===== src/rtl/bcd_pkg.sv =====
// Shared types and constants for the sequential binary-to-BCD converter
// and its 7-segment digit decoder.
package bcd_pkg;

    typedef enum logic [1:0] {
        IDLE = 2'd0,
        CONV = 2'd1,
        DONE = 2'd2
    } state_t;

    localparam logic [6:0] SEG_BLANK = 7'h7F;

    // Active-low {g,f,e,d,c,b,a} patterns, index = decimal digit.
    localparam logic [9:0][6:0] SEG_LUT = {
        7'h10, 7'h00, 7'h78, 7'h02, 7'h12,
        7'h19, 7'h30, 7'h24, 7'h79, 7'h40
    };

    // Decimal digits needed to show the largest WIDTH-bit unsigned value.
    function automatic int min_digits(input int width);
        logic [63:0] v;
        int          n;
        v = (64'd1 << width) - 64'd1;
        n = 0;
        for (int i = 0; i < 20; i++) begin
            if (v != 64'd0) begin
                n++;
                v = v / 64'd10;
            end
        end
        if (n == 0) n = 1;
        return n;
    endfunction

endpackage


===== src/rtl/bcd_to_7seg.sv =====
// One BCD digit to an active-low 7-segment pattern; codes 10..15 go blank.
module bcd_to_7seg
    import bcd_pkg::*;
(
    input  logic [3:0] digit,
    output logic [6:0] seg
);

    always_comb begin
        seg = SEG_BLANK;
        if (digit < 4'd10) seg = SEG_LUT[digit];
    end

endmodule


===== src/rtl/bin_to_bcd_seq.sv =====
// Multi-cycle double-dabble binary-to-BCD converter with valid/ready
// handshakes, leading-zero blanking and per-digit 7-segment outputs.
//
// state | meaning
// IDLE  | waiting for in_valid; in_ready=1
// CONV  | one add-3/shift step per clock, WIDTH steps total
// DONE  | result held on bcd with out_valid=1 until out_ready
module bin_to_bcd_seq
    import bcd_pkg::*;
#(
    parameter int WIDTH  = 8,
    parameter int DIGITS = 3
) (
    input  logic                  clk,
    input  logic                  rst_n,
    input  logic                  in_valid,
    output logic                  in_ready,
    input  logic [WIDTH-1:0]      bin,
    output logic                  out_valid,
    input  logic                  out_ready,
    input  logic                  lz_blank,
    output logic [4*DIGITS-1:0]   bcd,
    output logic [7*DIGITS-1:0]   segments
);

    localparam int BCD_W = 4 * DIGITS;
    localparam int SR_W  = BCD_W + WIDTH;
    localparam int CNT_W = $clog2(WIDTH + 1);

    generate
        if (WIDTH < 4 || WIDTH > 32) begin : g_bad_width
            $error("bin_to_bcd_seq: WIDTH must be within 4..32");
        end
        if (DIGITS < min_digits(WIDTH)) begin : g_bad_digits
            $error("bin_to_bcd_seq: DIGITS too small for WIDTH");
        end
    endgenerate

    state_t            state;
    logic [SR_W-1:0]   sr;
    logic [SR_W-1:0]   sr_corr;
    logic [SR_W-1:0]   sr_shift;
    logic [CNT_W-1:0]  count;
    logic [DIGITS-1:0] blank;
    logic              seen_nz;
    logic [7*DIGITS-1:0] seg_raw;

    // Digits are corrected independently; no carry crosses a digit boundary.
    always_comb begin
        sr_corr = sr;
        for (int i = 0; i < DIGITS; i++) begin
            if (sr[WIDTH+4*i +: 4] >= 4'd5)
                sr_corr[WIDTH+4*i +: 4] = sr[WIDTH+4*i +: 4] + 4'd3;
        end
        sr_shift = {sr_corr[SR_W-2:0], 1'b0};
    end

    always_ff @(posedge clk or negedge rst_n) begin
        if (!rst_n) begin
            state     <= IDLE;
            out_valid <= 1'b0;
            bcd       <= '0;
            sr        <= '0;
            count     <= '0;
        end else begin
            case (state)
                IDLE: begin
                    if (in_valid) begin
                        sr    <= SR_W'(bin);
                        count <= CNT_W'(WIDTH);
                        state <= CONV;
                    end
                end
                CONV: begin
                    sr    <= sr_shift;
                    count <= count - 1'b1;
                    if (count == CNT_W'(1)) begin
                        bcd       <= sr_shift[SR_W-1 -: BCD_W];
                        out_valid <= 1'b1;
                        state     <= DONE;
                    end
                end
                DONE: begin
                    if (out_ready) begin
                        out_valid <= 1'b0;
                        state     <= IDLE;
                    end
                end
                default: state <= IDLE;
            endcase
        end
    end

    assign in_ready = (state == IDLE);

    // Walk down from the top digit; blank until the first nonzero digit.
    always_comb begin
        blank   = '0;
        seen_nz = 1'b0;
        for (int i = DIGITS - 1; i >= 1; i--) begin
            if (bcd[4*i +: 4] != 4'd0) seen_nz = 1'b1;
            blank[i] = lz_blank & ~seen_nz;
        end
    end

    generate
        for (genvar g = 0; g < DIGITS; g++) begin : g_digit
            bcd_to_7seg u_seg (
                .digit (bcd[4*g +: 4]),
                .seg   (seg_raw[7*g +: 7])
            );
            assign segments[7*g +: 7] = seg_raw[7*g +: 7] | {7{blank[g]}};
        end
    endgenerate

endmodule


===== config.mk =====
export PLATFORM = sky130hd
export DESIGN_NAME = bin_to_bcd_seq
export DESIGN_NICKNAME = d
export VERILOG_FILES = /design/src/rtl/bcd_pkg.sv /design/src/rtl/bcd_to_7seg.sv /design/src/rtl/bin_to_bcd_seq.sv
export SDC_FILE = /design/constraint.sdc
export NUM_CORES = 1
export LEC_CHECK = 0
export BUFFER_PORTS_ARGS = -buffer_cell sky130_fd_sc_hd__buf_2
export CORE_MARGIN = 2
export CORE_UTILIZATION = 50
export DETAILED_ROUTE_END_ITERATION = 16
export GPL_TIMING_DRIVEN = 0
export PLACE_DENSITY = 0.76
export SYNTH_ARGS = -nofsm -noshare
export SYNTH_HDL_FRONTEND = slang
export SYNTH_HIERARCHICAL = 1
export SYNTH_SLANG_ARGS = --single-unit

===== constraint.sdc =====
create_clock -name clk -period 1.55 [get_ports clk]
set_input_delay 0.155 -clock clk [delete_from_list [all_inputs] [get_ports clk]]
set_output_delay 0.155 -clock clk [all_outputs]
set_load 0.03 [all_outputs]

; ---- Word level (Yosys, flattened, before mapping)
; Memories as Yosys holds them, arrays and structs flattened.
; Cells that the tools add are included.
[totals]
reg_bits = 39
rom_bits = 336
input_bits = 13
output_inout_bits = 35
wordCells = 64
n_memories = 3
[mem_list]
columns = name, words, word_bits, read_ports, rd_clocked_by_memory_dff, write_ports, line_no
row1 = (no name shown), 16, 7, 1, 0, 0, bcd_to_7seg.sv:11  ; if (digit < 4'd10) seg = SEG_LUT[digit];
row2 = (no name shown), 16, 7, 1, 0, 0, bcd_to_7seg.sv:11
row3 = (no name shown), 16, 7, 1, 0, 0, bcd_to_7seg.sv:11
[op_classes]
addsub = 4
order_cmp = 9
n_eq_ne = 6
mux = 22
n_bitwise = 6
reduce_logical = 9
[op_table]
columns = cell, n
row1 = two-way mux 7 bit, 6
row2 = one-hot mux 20 bit (2 select lines), 1
row3 = two-way mux 20 bit, 1
row4 = less-than comparator 4 x 5 -> 1 bit (second input constant), 3
row5 = OR 7 bit, 2
row6 = >= comparator 4 x 3 -> 1 bit (second input constant), 3
row7 = less-than comparator 4 bit (second input constant), 3
row8 = two-way mux 4 bit, 3
row9 = adder 4 x 2 -> 4 bit (second input constant), 2
row10 = one-hot mux 4 bit (2 select lines), 1
row11 = nonzero test 4 bit, 2
row12 = two-way mux 2 bit, 3
row13 = != test 2 bit (second input constant), 3
row14 = one-hot mux 2 bit (3 select lines), 1
row15 = AND reduction 3 bit, 2
row16 = equality test 4 x 1 -> 1 bit (second input constant), 1
row17 = two-way mux 1 bit, 4
row18 = AND reduction 2 bit, 2
row19 = nonzero test 2 bit, 2
row20 = subtractor 4 x 1 -> 4 bit (second input constant), 1
row21 = adder 3 x 2 -> 3 bit (second input constant), 1
row22 = two-way mux 3 bit, 1
row23 = AND 1 bit, 2
row24 = equality test 2 x 1 -> 1 bit (second input constant), 1
row25 = 4 further kinds, 5

; ---- Depth between registers and ports, before layout
[logic_depth]
word_depth = 6
mapped_depth = 7

; ---- Modules after synthesis
; Netlist, hierarchy kept.
[modules_own_cells]
columns = mod, instances, cells_each, area_per_inst_um2, seq_area_each_um2
row1 = bin_to_bcd_seq, 1, 202, 2001.9, 975.9
row2 = bcd_to_7seg (g_digit[0].u_seg ...), 2, 30, 197.7, 0.0
row3 = bcd_to_7seg (g_digit[2].u_seg), 1, 29, 196.4, 0.0

; ---- Least setup slack after synthesis
; No wires, ideal clock.
[synth_timing]
path_kind = register to output
startpoint = reg bcd[9]
endpoint = out segments[17]
t_arrival_ns = 1.774
required_time_ns = 1.395
path_slack_ns = -0.379
path_stages_with_launch = 7
cell_sequence = dfrtp_1 > inv_1 > ha_1 > or2_1 > a21oi_2 > a31oi_1 > or2_2
[synth_rtl]
columns = item, line_no
row1 = start: declaration, bin_to_bcd_seq.sv:22  ; output logic [4*DIGITS-1:0] bcd,
row2 = start signal: assignment, bin_to_bcd_seq.sv:78  ; bcd <= sr_shift[SR_W-1 -: BCD_W];
row3 = memory read (16 x 7 bit), n/a
row4 = two-way mux 7 bit (not written as such), bcd_to_7seg.sv:11
row5 = two-way mux 7 bit (*), bcd_to_7seg.sv:11
row6 = named net seg_raw[17], bin_to_bcd_seq.sv:46  ; logic [7*DIGITS-1:0] seg_raw;
row7 = OR 7 bit (*), bin_to_bcd_seq.sv:112  ; assign segments[7*g +: 7] = seg_raw[7*g +: 7] | {7{blank[g]}};
row8 = end: declaration, bin_to_bcd_seq.sv:23  ; output logic [7*DIGITS-1:0] segments
; Mark *: on every way through the listed nets, which the timed path passes. The rest lies on a longest branch. The select of a mux whose other input is x is not followed.

; ---- Worst setup path after layout
; Ends and elaborated chain as after synthesis.

==> reports/results.ini <==
[cts]
clock-sinks = 39
clk_latency_ns = 0.31
cts_buffers = 5
clk_pin_slew_ns = 0.07
cts_tree = yes
htree_levels = 2
clockRootBuffer = clkbuf_8
clock_path_buffers = 2

[synth]
synth_area_sq_mm = 0.002594
synth_top_family_by_area = compound AO/OA/AOI/OAI gates
synthTopCellsByCount = dfrtp_1, o21ai_0, nand2_1
yosys_warnings = 6
synth_xor_area_share_pct = 2.026
post-synth-top-area-cell = dfrtp_1
synthCells = 291
synth_top_area_share_pct = 37.63
synth-adder-area-share_pct = 11.10
synth-compound-area-share_pct = 19.68
synth_area_per_cell_sq_um = 8.913
synthArstFlopShare_pct = 100.0
synth_nets = 327
synth_edf_count = 0
synth_cell_types = 37
synthSimpleGateAreaFrac_pct = 18.72
ys_ff_latch = 39
synth.most_common_cell = dfrtp_1
synthMuxAreaShare_pct = 4.293
synth_area_leaders = dfrtp_1, ha_1, o21ai_0
ys.flop_type = dfrtp_1
ys_seq_area_share_pct = 37.63

[global_routing]
grt.total_usage_pct = 22.67
antenna_found_initial = 0
grt_max_degree = 40
grt_first_pass_wirelength_um = 10750
first_global_vias = 2339
overflow = 0

[cells_and_area]
layout-drive-gt1-share_pct = 51.04
fin_cells = 454
antennaDiodeCount = 0
fin_nets = 419
final_area_sq_mm = 0.003862
fillers = 310
synthToLayoutAreaGrowth_pct = 48.91

[timing]
hold_viol = 0
finalClockSkew_ns = 0.01350
maxSlewViolCount = 0
finalCriticalPeriod_ns = 1.989
rsz0062_at_grt = yes
worst_pin_slew_ns = 0.8699
setup_violations = 24
fin_ws_ns = -0.4387
relSlewSlack_pct = 42.01
clock.fmax_ghz = 0.5029
min_period_over_period_pct = 128.3

[drt]
routedWlPerCell_um = 16.86
drt_iter0_drc = 119
drc = 0
drt-total-wl_um = 7656
final_antenna_net_count = 0
drt-vias-per-instance = 5.586
first_pass_iters = 4
vias = 2536

[critical_path]
path_max_fanout = 5
end_kind = output pin
regToRegStartpoint = sr[9]
worstSetupStartpointType = flop
r2r_end = bcd[2]
worstPathArrival_ns = 1.83
reg2reg_slack_ns = -0.05
critical_path.endpoint = segments[17]
r2r_cells = 6
path_class = reg -> out
crit_required_ns = 1.39
startpoint = bcd[9]

[die]
dieArea_sq_mm = 0.005780
fp.dieW_um = 76.03
rows = 26
core-area_sq_mm = 0.005042
io_pins = 48
start_util_pct = 51.44
die_height_um = 76.03

[placed_design]
hpwl_um = 3736
globalplace.congestion = 0.8226
dp_cells = 408
port_buffers = 47
place_area_sq_mm = 0.002964

[outcome]
failed_checks = negative setup slack
status = complete, but fails checks

[hold_path]
hold_path_class = in -> reg

[run]
max_cap_violations = 0

[layout make-up]
cell class / instances / area, sq um / area share (%)
Multi-Input combinational cell: 216 / 1804 / 46.71
Tap cell: 70 / 87.58 / 2.268
Sequential cell: 39 / 988.4 / 25.59
Inverter: 25 / 106.4 / 2.753
Clock buffer: 6 / 82.58 / 2.138
Buffer: 11 / 81.33 / 2.106
Timing Repair Buffer: 85 / 676.9 / 17.53
Clock inverter: 2 / 35.03 / 0.9070
[metal layers]
metal	global-route usage (%)	up-vias	wire length (um)
met1	28.07	1243	3212
met3	3.910	20	344
met2	39.82	98	3894
met5	0	-	0
met4	8.364	0	204
li1	-	1175	-
[state kept, by name, summed over array words and instances, names as in the netlist]
name,cells
state,2
count,4
sr,20
out_valid,1
bcd,12
[repair_timing]
action                                  in CTS  in global routing
gates resized for setup                     99                 48
endpoints found under the hold margin       39                  0
endpoints found under the setup margin      26                 38
hold buffers                                 1                  0
buffers inserted                            21                 18
pin swaps                                   21                 27
[metrics by stage]
stage	setup TNS, ns	utilization [%]	hold WS [ns]	setup WS [ns]
floorplan	-0.09695	-	-0.1406	-0.04547
finish	-5.871	76.60	0.05255	-0.4387
detailed placement	-0.6719	58.78	0.3066	-0.1136
CTS	-4.420	71.09	0.05149	-0.3628
global placement	-0.5703	58.78	0.3120	-0.1040
global route	-7.212	76.60	0.07906	-0.4874
[cell families after synthesis]
kind of cell / count (synthesis)
XOR/XNOR: 6
flip-flops: 39
adder cells (fa/ha/maj): 23
multiplexers: 9
buffers and inverters: 36
AND/OR/NAND/NOR: 93
AO/OA/AOI/OAI: 85
[worst min path at each step]
stage | startpoint | endpoint | depth (start not counted) | slack [ns]
6_report | out_ready | state[1] | 2 | 0.05
5_1_grt | out_ready | state[1] | 2 | 0.08
4_1_cts | out_ready | state[1] | 2 | 0.05
3_5_place_dp | rst_n | sr[3] | 1 | 0.31
3_3_place_gp | rst_n | sr[3] | 1 | 0.31
2_1_floorplan | rst_n | bcd[0] | 0 | -0.14
[critical path, stage by stage (launching register included)]
cell and delay, ns:
dfrtp_2 0.44, inv_4 0.07, ha_4 0.15, or2_1 0.23, a21oi_2 0.18, a31oi_1 0.07
or2_4 0.26, buf_6 0.14
[cell usage in the layout (no fill, tap or decap), types with 4 or more instances in the layout]
cell and count:
or2_4 13, mux2_4 5, nand2_1 27, nor3b_1 5
buf_4 32, a31oi_1 5, nand2b_4 5, buf_6 31
clkbuf_8 6, ha_2 5, nor2b_1 6, a22oi_1 7
buf_2 29, nand2b_1 5, inv_1 12, a21oi_2 13
ha_1 6, nor3_1 4, inv_2 10, o21ai_2 5
a21oi_1 12, a22o_1 5, ha_4 12, o21ai_0 29
dfrtp_1 29, dfrtp_2 10, nor2_1 11
Power is left out: the tool's default activity adds up to more than one toggle a clock period on the data nets, which glitch-free logic cannot reach.
